[src/rtl/mux_rr_arbiter.sv]
// ---------------------------------------------------------------------------
// mux_rr_arbiter: packet-based round-robin arbiter. It gives one output channel
// to N requesters by driving the select of a 2-to-1 mux tree.
//
// Ports
//   clk_i        rising-edge clock
//   reset_i      synchronous, active-high reset
//   req_i        per-requester beat valid
//   in_data_i    concatenated data, requester i at [i*DATA_W +: DATA_W]
//   in_last_i    per-requester last-beat flag (qualified by req_i)
//   in_ready_o   per-requester ready, one-hot or zero
//   out_data_o   data of the granted requester, zero when out_valid_o=0
//   out_last_o   last flag of the granted requester, zero when out_valid_o=0
//   out_valid_o  output beat valid
//   out_ready_i  consumer ready
//   sel_o        index of the granted requester (mux select)
//   busy_o       high while a grant is held
// ---------------------------------------------------------------------------

// Basic 2-to-1 mux cell: y = sel ? b : a
module mux2 #(
    parameter int W = 1
) (
    input  logic         sel_i,
    input  logic [W-1:0] a_i,
    input  logic [W-1:0] b_i,
    output logic [W-1:0] y_o
);
    assign y_o = sel_i ? b_i : a_i;
endmodule

module mux_rr_arbiter #(
    parameter int N      = 4,
    parameter int DATA_W = 8,
    parameter int SEL_W  = $clog2(N)
) (
    input  logic                clk_i,
    input  logic                reset_i,
    input  logic [N-1:0]        req_i,
    input  logic [N*DATA_W-1:0] in_data_i,
    input  logic [N-1:0]        in_last_i,
    output logic [N-1:0]        in_ready_o,
    output logic [DATA_W-1:0]   out_data_o,
    output logic                out_last_o,
    output logic                out_valid_o,
    input  logic                out_ready_i,
    output logic [SEL_W-1:0]    sel_o,
    output logic                busy_o
);
    localparam int LEAVES = 1 << SEL_W;
    localparam int MW     = DATA_W + 1;   // {last, data} travel together

    typedef enum logic {IDLE, BUSY} state_t;

    state_t           state_q, state_d;
    logic [SEL_W-1:0] sel_q, sel_d;
    logic [SEL_W-1:0] ptr_q, ptr_d;
    logic [SEL_W-1:0] pick;
    logic             found;
    logic             xfer_last;

    // ---------------- mux tree ----------------
    // Leaves padded to a power of two; padding leaves are zero and can never be
    // selected because sel only ever holds indices below N.
    logic [MW-1:0] leaf [LEAVES];

    for (genvar i = 0; i < LEAVES; i++) begin : g_leaf
        if (i < N) begin : g_used
            assign leaf[i] = {in_last_i[i], in_data_i[i*DATA_W +: DATA_W]};
        end else begin : g_pad
            assign leaf[i] = '0;
        end
    end

    // Level L holds 2**L nodes. Level 0 is the root. Level L's nodes switch on
    // sel bit SEL_W-1-L, so the leaf reached is the one whose index equals sel.
    for (genvar L = SEL_W - 1; L >= 0; L--) begin : g_lvl
        logic [MW-1:0] nd [1 << L];
        for (genvar j = 0; j < (1 << L); j++) begin : g_node
            logic [MW-1:0] a, b;
            if (L == SEL_W - 1) begin : g_from_leaf
                assign a = leaf[2*j];
                assign b = leaf[2*j+1];
            end else begin : g_from_lvl
                assign a = g_lvl[L+1].nd[2*j];
                assign b = g_lvl[L+1].nd[2*j+1];
            end
            mux2 #(.W(MW)) u_mux (
                .sel_i (sel_q[SEL_W-1-L]),
                .a_i   (a),
                .b_i   (b),
                .y_o   (nd[j])
            );
        end
    end

    logic [MW-1:0] root;
    assign root = g_lvl[0].nd[0];

    // ---------------- outputs ----------------
    assign busy_o      = (state_q == BUSY);
    assign out_valid_o = busy_o & req_i[sel_q];
    assign out_data_o  = root[DATA_W-1:0] & {DATA_W{out_valid_o}};
    assign out_last_o  = root[DATA_W] & out_valid_o;
    assign sel_o       = sel_q;
    assign xfer_last   = out_valid_o & out_ready_i & out_last_o;

    always_comb begin
        in_ready_o = '0;
        if (state_q == BUSY) in_ready_o[sel_q] = out_ready_i;
    end

    // Rotating search: first set request at or above ptr, wrapping past N-1.
    always_comb begin
        pick  = sel_q;
        found = 1'b0;
        for (int off = 0; off < N; off++) begin
            int               idx;
            logic [SEL_W-1:0] cand;
            idx = int'(ptr_q) + off;
            if (idx >= N) idx = idx - N;
            cand = SEL_W'(idx);
            if (!found && req_i[cand]) begin
                found = 1'b1;
                pick  = cand;
            end
        end
    end

    // ---------------- FSM ----------------
    always_comb begin
        state_d = state_q;
        sel_d   = sel_q;
        ptr_d   = ptr_q;
        case (state_q)
            IDLE: begin
                if (found) begin
                    sel_d   = pick;
                    state_d = BUSY;
                end
            end
            BUSY: begin
                // The grant is held until the last beat transfers, even if req drops.
                if (xfer_last) begin
                    state_d = IDLE;
                    ptr_d   = (sel_q == SEL_W'(N - 1)) ? '0 : sel_q + SEL_W'(1);
                end
            end
            default: state_d = IDLE;
        endcase
    end

    always_ff @(posedge clk_i) begin
        if (reset_i) begin
            state_q <= IDLE;
            sel_q   <= '0;
            ptr_q   <= '0;
        end else begin
            state_q <= state_d;
            sel_q   <= sel_d;
            ptr_q   <= ptr_d;
        end
    end

endmodule
[config.mk]
export PLATFORM = sky130hd
export DESIGN_NAME = mux_rr_arbiter
export DESIGN_NICKNAME = d
export VERILOG_FILES = /design/src/rtl/mux_rr_arbiter.sv
export SDC_FILE = /design/constraint.sdc
export NUM_CORES = 1
export LEC_CHECK = 0
export CAP_MARGIN = 10
export CORE_ASPECT_RATIO = 1.5
export CORE_UTILIZATION = 35
export CTS_CLUSTER_DIAMETER = 50
export DETAILED_ROUTE_END_ITERATION = 7
export PLACE_DENSITY = 0.88
export SKIP_CTS_REPAIR_TIMING = 1
export SYNTH_ARGS = -nofsm -noshare
export SYNTH_HDL_FRONTEND = slang
export SYNTH_SLANG_ARGS = --single-unit
[constraint.sdc]
create_clock -name clk_i -period 4.5 [get_ports clk_i]
set_input_delay 1.125 -clock clk_i [delete_from_list [all_inputs] [get_ports clk_i]]
set_output_delay 1.125 -clock clk_i [all_outputs]
set_load 0.02 [all_outputs]
# --- Word level (Yosys, flattened, before mapping) ---
# Index checks and enable logic that the tools add are counted.
totals:
  ff_bits: 5
  input_bits: 43
  output_inout_bits: 17
  elab_cells: 71
op_classes:
  n_addsub: 8
  n_lt_le_gt_ge: 10
  eq_ne: 1
  n_mux: 32
  n_bitwise: 7
  n_reduce_logical: 10
ops:
  columns: ["cell", "n"]
  rows:
  - ["two-way mux 9 bit", 3]
  - ["two-way mux 2 bit", 9]
  - ["less-than comparator 2 x 3 -> 1 bit, second input constant", 5]
  - ["two-way mux 1 bit", 12]
  - ["binary-select mux 1 bit (select 2 bit)", 5]
  - [">= comparator 3 bit, second input constant", 3]
  - ["AND 8 bit", 1]
  - ["subtractor 2 x 1 -> 2 bit, second input constant", 4]
  - ["adder 2 x 2 -> 3 bit, second input constant", 2]
  - ["AND 1 bit", 4]
  - ["AND 4 bit", 1]
  - ["logical AND 1 bit", 4]
  - ["two-way mux 4 bit", 1]
  - ["nonzero test 4 bit", 1]
  - ["adder 2 x 1 -> 3 bit, second input constant", 1]
  - [">= comparator 2 x 3 -> 1 bit, second input constant", 1]
  - ["logical NOT 1 bit", 3]
  - ["AND reduction 3 bit", 1]
  - ["adder 2 x 1 -> 2 bit, second input constant", 1]
  - ["demux 1 bit (select 2 bit)", 1]
  - ["equality test 2 bit, second input constant", 1]
  - [">= comparator 2 x 1 -> 1 bit, second input constant", 1]
  - ["case mux 1 bit (2 select lines)", 1]
  - ["AND reduction 2 bit", 1]
  - ["NOT 1 bit", 1]

# --- Logic depth before layout (Yosys ltp) ---
# Gate-level depths: netlist of the first run.
logic_depth:
  word_depth: 16
  mapped_depth: 6
  mapped_depth_nobuf: 4

# --- Cells and area by module ---
# From an unflattened synthesis of the first run, not the netlist that was laid out.
hier_totals:
  hier_cells: 94
  hier_area_um2: 945.9
by_module_without_submodules:
  columns: ["mod", "n_inst", "cells_each", "area_per_inst_um2", "seq_area_each_um2"]
  rows:
  - ["mux_rr_arbiter", 1, 64, 506.7, 100.1]
  - ["mux2", 3, 10, 146.4, 0.0]

# --- Worst setup path before layout of the first run ---
# No wires, ideal clock.
synth_timing:
  path_kind: "input-to-output"
  from: "input port req_i[3]"
  to: "output port out_last_o"
  arrival_time_ns: 1.999
  required_time_ns: 3.375
  setup_slack_ns: 1.376
  stages: 4
  path_buffers: 0
  cell_sequence: "mux4_2 nand2_1 inv_1 and3_1"
synth_via:
  elab_chain_len: 4
synth_lines:
  columns: ["element", "line_no", "text"]
  rows:
  - ["start: declaration", "39", "input logic [N-1:0] req_i,"]
  - ["binary-select mux 1 bit (select 2 bit)", "102", "assign out_valid_o = busy_o & req_i[sel_q];"]
  - ["two-way mux 1 bit (not written as such)", "102", null]
  - ["AND 1 bit", "102", null]
  - ["via out_valid_o", "45", "output logic out_valid_o,"]
  - ["AND 1 bit", "104", "assign out_last_o = root[DATA_W] & out_valid_o;"]
  - ["end: declaration", "44", "output logic out_last_o,"]
# The timed path passes the listed nets, and every way through them passes these cells. The select of a mux whose other input is x is not followed.

# --- Final worst setup path of the first run ---
layout_timing:
  from: "input port req_i[0]"
  to: "output port out_last_o"
layout_via:
  elab_chain_len: 4
layout_lines:
  columns: ["element", "line_no"]
  rows:
  - ["binary-select mux 1 bit (select 2 bit)", "102"]
  - ["two-way mux 1 bit (not written as such)", "102"]
  - ["AND 1 bit", "102"]
  - ["AND 1 bit", "104"]
# No other way between the ends. The select of a mux whose other input is x is not followed.

==> out/qor.csv, run 1 <==
metric;value;unit
status;complete, no violations;
path_cells;clkdlybuf4s50_1 > mux4_2 > nand2_1 > inv_1 > and3_1 > clkdlybuf4s50_1;
synth-seq-cells;5;
power.density;191.4;nW/um2
insertion_delay;0.24;ns
path_max_fanout;12;
cpMostUsedCell;clkdlybuf4s50_1;
grt_pass1_wl;3256;um
pre_cts_ws;0.3035;ns
relSlewSlack;66.19;%
yosys_warnings;0;
die_x;39.18;um
hold_path.class;reg -> reg;
rsz0062_at_grt;no;
synthCells;79;
r2r_cells;4;
drtPass1Iterations;4;
clockBufferDepth;2;
cp.required;3.38;ns
ys_types;30;
antenna_cells;0;
fin_setup_tns;0;ns
cp-end-kind;output pin;
place_congestion;0.6763;
seq_area_frac_synth;13.79;%
grt_usage;19.74;%
fp-row-count;19;
grt_overflow;0;
syn_avg_cell_area;9.186;um2
routedWlPerCell;13.88;um
setup_slack;0.2809;ns
critPathMaxStageDelay;0.63;ns
grt_antenna_before_repair;0;
coreArea;1902;um2
critPathBufInv;3;
final_cell_area;1334;um2
worst_slew_pin_slew;0.5065;ns
clkTransAtPathRegs;0.05;ns
maxCapViolCount;0;
start_util;38.16;%
min_path_cells;2;
port_buffers;59;
skew;0.001230;ns
syn_to_final_growth;83.79;%
report.final.setup_viol;0;
die_area;2263;um2
syn-cell-area;725.7;um2
drc_errors;0;
fp.dieH;57.77;um
vias_per_cell;5.389;
final_cell_mix;59 x clkdlybuf4s50_1, 13 x and3_1, 9 x mux4_2;
final_common_cell;clkdlybuf4s50_1;
slew_violations;0;
drtIter0Drc;16;
ctsRootBufferMaster;clkbuf_4;
cp_slowest_cell;mux4_2;
power_leakage;0.5301;nW
drive_gt1_share;11.76;%
vias;846;
synth_fp_nets;126;
hpwl;1728;um
synth_top_cell_area_share;27.93;%
io_pins;60;
tritoncts;yes;
peakVddDrop;134.7;uV
fin_crit;4.219;ns
routed_wl;2179;um
arrival;3.09;ns
place_area;1308;um2
critPathTopFamily;buffers and inverters;
grt_start_max_net_pins;20;
nets;184;
fin_crit_sh;93.76;%
grt_pass1_vias;803;
synth.area.top_cells;mux4_2 28%, dfxtp_1 14%, and3_1 11%;
worst-path-stages;6;
synth_top_area_cell;mux4_2;
drtAntennaViolNets;0;
htree_levels;1;
cts_sinks;5;
start_kind;input port;
numCtsBuffers;3;
hold_viol;0;
fmax;237.0;MHz
critical_path_class;in -> out;
[power by group]
group / switching [mW] / internal, mW
sequential: 0.00995 / 0.0483
combinational: 0.0563 / 0.0878
clock: 0.0193 / 0.0336
total: 0.0856 / 0.170
[kinds of logic (layout without fill, tap and decap cells)]
family                     Yosys count  in the layout  share of synthesized area [%]
buffers and inverters               13             70                          9.482
muxes                               11             11                          30.69
DFF                                  5              5                          13.79
AOI/OAI and AO/OA                   11             11                          11.03
adders and majority gates            4              4                          6.897
and+or+nand+nor                     35             35                          28.10
[tightest hold or removal path, delay by kind of cell, from the launching register on]
| family | cells | cell delay [ns] |
|---|---|---|
| AOI/OAI and AO/OA | 1 | 0.07 |
| buffers and inverters | 1 | 0.09 |
| DFF | 1 | 0.32 |
[flip-flops by register name, indices dropped and copies added (netlist names)]
name / flops
busy_o: 1
ptr_q: 2
sel_o: 2
[synth_stat cells, drive strengths merged]
| library cell | count |
|---|---|
| ha | 4 |
| dfxtp | 5 |
| a21o | 1 |
| nand3b | 2 |
| nand2b | 4 |
| o22ai | 2 |
| a2111oi | 1 |
| or3 | 1 |
| clkbuf | 2 |
| nand2 | 5 |
| a211o | 1 |
| nand4b | 1 |
| nor2 | 3 |
| inv | 5 |
| and3 | 13 |
| and2 | 1 |
| mux4 | 9 |
| o31ai | 1 |
| nor3b | 1 |
| mux2i | 2 |
| o21ai | 1 |
| buf | 6 |
| a221o | 1 |
| a21oi | 3 |
| nor3 | 1 |
| nand3 | 2 |
| nor2b | 1 |
[per-stage QoR]
stage	total power [mW]	cells	hold slack, ns	utilization (%)
finish	0.2553	157	0.5258	70.13
global route	0.2699	157	0.5437	70.13
CTS	0.2570	157	0.5217	70.13
detailed placement	0.2037	153	0.5122	68.75
global placement	0.2008	153	0.5196	68.75
floorplan	0.1330	79	0.4770	-
[metal layers]
metal,up-vias,GRT usage [%],routed length [um]
met5,-,0,0
met4,0,2.956,0
met3,0,4.598,252
met2,45,38.81,1167
met1,391,19.90,760
li1,410,-,-
[cell type report]
| cell class | instances | area, um2 |
|---|---|---|
| Clock buffer | 4 | 26.28 |
| Fill cell | 154 | 568.0 |
| Inverter | 5 | 18.77 |
| Multi-Input combinational cell | 61 | 556.8 |
| Sequential cell | 5 | 100.1 |
| Tap cell | 21 | 26.28 |
| Timing Repair Buffer | 61 | 605.6 |
[final timing paths]
| path | startpoint | to | slack, ns |
|---|---|---|---|
| setup / recovery | req_i[0] | out_last_o | 0.28 |
| setup reg to reg | sel_o[1] | ptr_q[0] | 2.84 |
| hold / removal | ptr_q[0] | ptr_q[0] | 0.53 |
| hold reg to reg | ptr_q[0] | ptr_q[0] | 0.53 |
No activity file was read; power rests on OpenSTA's default activity.
==> inputs of run 2 (changes only) <==
--- a/config.mk
+++ b/config.mk
@@ -6,9 +6,9 @@
 export NUM_CORES = 1
 export LEC_CHECK = 0
 export CAP_MARGIN = 10
-export CORE_ASPECT_RATIO = 1.5
 export CORE_UTILIZATION = 35
 export CTS_CLUSTER_DIAMETER = 50
+export CTS_CLUSTER_SIZE = 25
 export DETAILED_ROUTE_END_ITERATION = 7
 export PLACE_DENSITY = 0.88
 export SKIP_CTS_REPAIR_TIMING = 1
==> run 2 against run 1 <==
  * Sequential share of layout area stayed put
  * Final area is the same
  * Combinational power barely moved
  * First-iteration DRC count is 31% lower
  * Sequential power up 4.3%
  * Register-to-register slack lost 0.08 ns
  * Clock skew hardly changed
  * Setup slack gained 0.023 ns
  * Power is 0.91% lower
  * Routed wire length rose by 13%
  * Largest power group unchanged
==> out/qor.csv, run 2 (synthesis gave the netlist of run 1 again) <==
metric;value;unit;change
place_congestion;0.7946;;+17%
fp.dieH;47.54;um;-18%
insertion_delay;0.23;ns;about the same
htree_levels;1;;unchanged
grt_usage;21.91;%;+2.2 points
die_x;47.54;um;+21%
cpMostUsedCell;clkdlybuf4s50_1;;
peakVddDrop;162.2;uV;+20%
vias;848;;+0.24%
path_cells;clkdlybuf4s50_1 > mux4_2 > nand2_1 > inv_1 > and3_1 > clkdlybuf4s50_1;;
cts_sinks;5;;unchanged
p_int;169.1;uW;-0.37%
rsz0062_at_grt;no;;
power.density;189.7;nW/um2;-0.91%
hold_viol;0;;unchanged
postLayoutCoreUtil;67.98;%;-2.1 points
final_cell_mix;59 x clkdlybuf4s50_1, 13 x and3_1, 9 x mux4_2;;
status;complete, no violations;;
fmax;238.3;MHz;+0.55%
drc_errors;0;;unchanged
grt_pass1_vias;804;;+0.12%
power_switching;83.88;uW;-2.0%
critPathBufInv;3;;unchanged
numCtsBuffers;3;;unchanged
coreArea;1962;um2;+3.2%
worst_slew_pin_slew;0.6324;ns;+0.1259 ns
grt_antenna_before_repair;0;;unchanged
grt_start_max_net_pins;20;;unchanged
rrSetupSlack;2.76;ns;-0.08 ns
grt_overflow;0;;unchanged
p_total;253.0;uW;-0.91%
report.final.setup_viol;0;;unchanged
die_area;2260;um2;-0.17%
fin_setup_tns;0;ns;unchanged
cp-end-kind;output pin;;
fin_crit_sh;93.24;%;-0.52 points
p_sw_share;33.16;%;-0.36 points
p_clk_share;19.7;%;-1.0 points
crit_path_end;out_last_o;;
drtPass1Iterations;4;;unchanged
path_max_fanout;12;;unchanged
start_util;36.99;%;-1.2 points
drtIter0Drc;11;;-5
arrival;3.07;ns;-0.02 ns
grt_pass1_wl;3512;um;+7.9%
clkTransAtPathRegs;0.04;ns;about the same
r2r-end;ptr_q[0];;
critPathMaxStageDelay;0.62;ns;about the same
r2r_cells;3;;-1
clockBufferDepth;2;;unchanged
fin_hold_ws;0.5175;ns;-0.008255 ns
syn_to_final_growth;83.79;%;unchanged
regArea;100.1;um2;unchanged
vias_per_cell;5.235;;-2.9%
cp.required;3.38;ns;about the same
cp_slowest_cell;mux4_2;;
pwr-share-seq;24.1;%;+1.3 points
combPwrFrac;56.2;%;-0.3 points
rr_startpoint;sel_o[1];;
io_pins;60;;unchanged
hold_path.class;reg -> reg;;
fp-row-count;16;;-3
relSlewSlack;57.78;%;-8.4 points
start_kind;input port;;
routed_wl;2455;um;+13%
fin_crit;4.196;ns;-0.02325 ns
slew_violations;0;;unchanged
skew;0.0008777;ns;-0.0003521 ns
critical_path_class;in -> out;;
drive_gt1_share;11.11;%;-0.65 points
drtAntennaViolNets;0;;unchanged
final_common_cell;clkdlybuf4s50_1;;
routedWlPerCell;15.15;um;+9.2%
multi_input_area;556.8;um2;unchanged
critPathTopFamily;buffers and inverters;;
worstSetupStartpoint;req_i[0];;
fillers;171;;+11%
nets;183;;-0.54%
worst-path-stages;6;;unchanged
maxCapViolCount;0;;unchanged
tritoncts;yes;;
antenna_cells;0;;unchanged
port_buffers;59;;unchanged
ctsRootBufferMaster;clkbuf_4;;
hpwl;2015;um;+17%
power_leakage;0.5247;nW;-1.0%
run 2: cell types whose count changed in the layout (fill, tap and decap cells not counted), sizes merged:
cell / delta
buf: -1
run 2: how the worst min path moves through the flow:
stage | startpoint | end | slack, ns | cells past startpoint
after detailed placement | sel_o[0] | sel_o[0] | 0.52 | 2
after floorplan | ptr_q[0] | ptr_q[0] | 0.48 | 2
final | sel_o[0] | sel_o[0] | 0.52 | 2
after CTS | sel_o[0] | sel_o[0] | 0.53 | 2
after global placement | ptr_q[0] | ptr_q[0] | 0.52 | 2
after global routing | sel_o[0] | sel_o[0] | 0.55 | 2
run 2: metrics by stage:
step,instance area (um2),worst slack [ns],cells
floorplan,725.7,1.376,79
global placement,1308,0.3574,158
detailed placement,1308,0.2989,158
CTS,1334,0.2989,162
global route,1334,0.2020,162
finish,1334,0.3042,162
run 2: area by class of cell:
type	instances	area share (%)
inverters	5	1.407
multi-input cells	61	41.74
clock buffers	4	1.970
repair buffers	60	44.84
well taps	27	2.533
flip-flops and latches	5	7.505
run 2: worst reg2reg max path, delay by kind of cell (launching register included):
family	cells	cell delay, ns
AOI/OAI and AO/OA	1	0.19
DFF	1	0.72
muxes	1	0.54
and+or+nand+nor	1	0.20
run 2: power by group through the flow:
stage	logic [mW]	registers (mW)	clock network, mW
floorplan	0.0788	0.0542	0
global placement	0.140	0.0609	0
detailed placement	0.143	0.0618	0
CTS	0.143	0.0610	0.0530
global route	0.153	0.0622	0.0560
finish	0.142	0.0608	0.0498
run 2: metal layers:
metal	global-route usage [%]	routed length, um
met1	23.57	920
met2	40.00	1183
met3	7.925	351
met4	6.667	0
met5	0	0
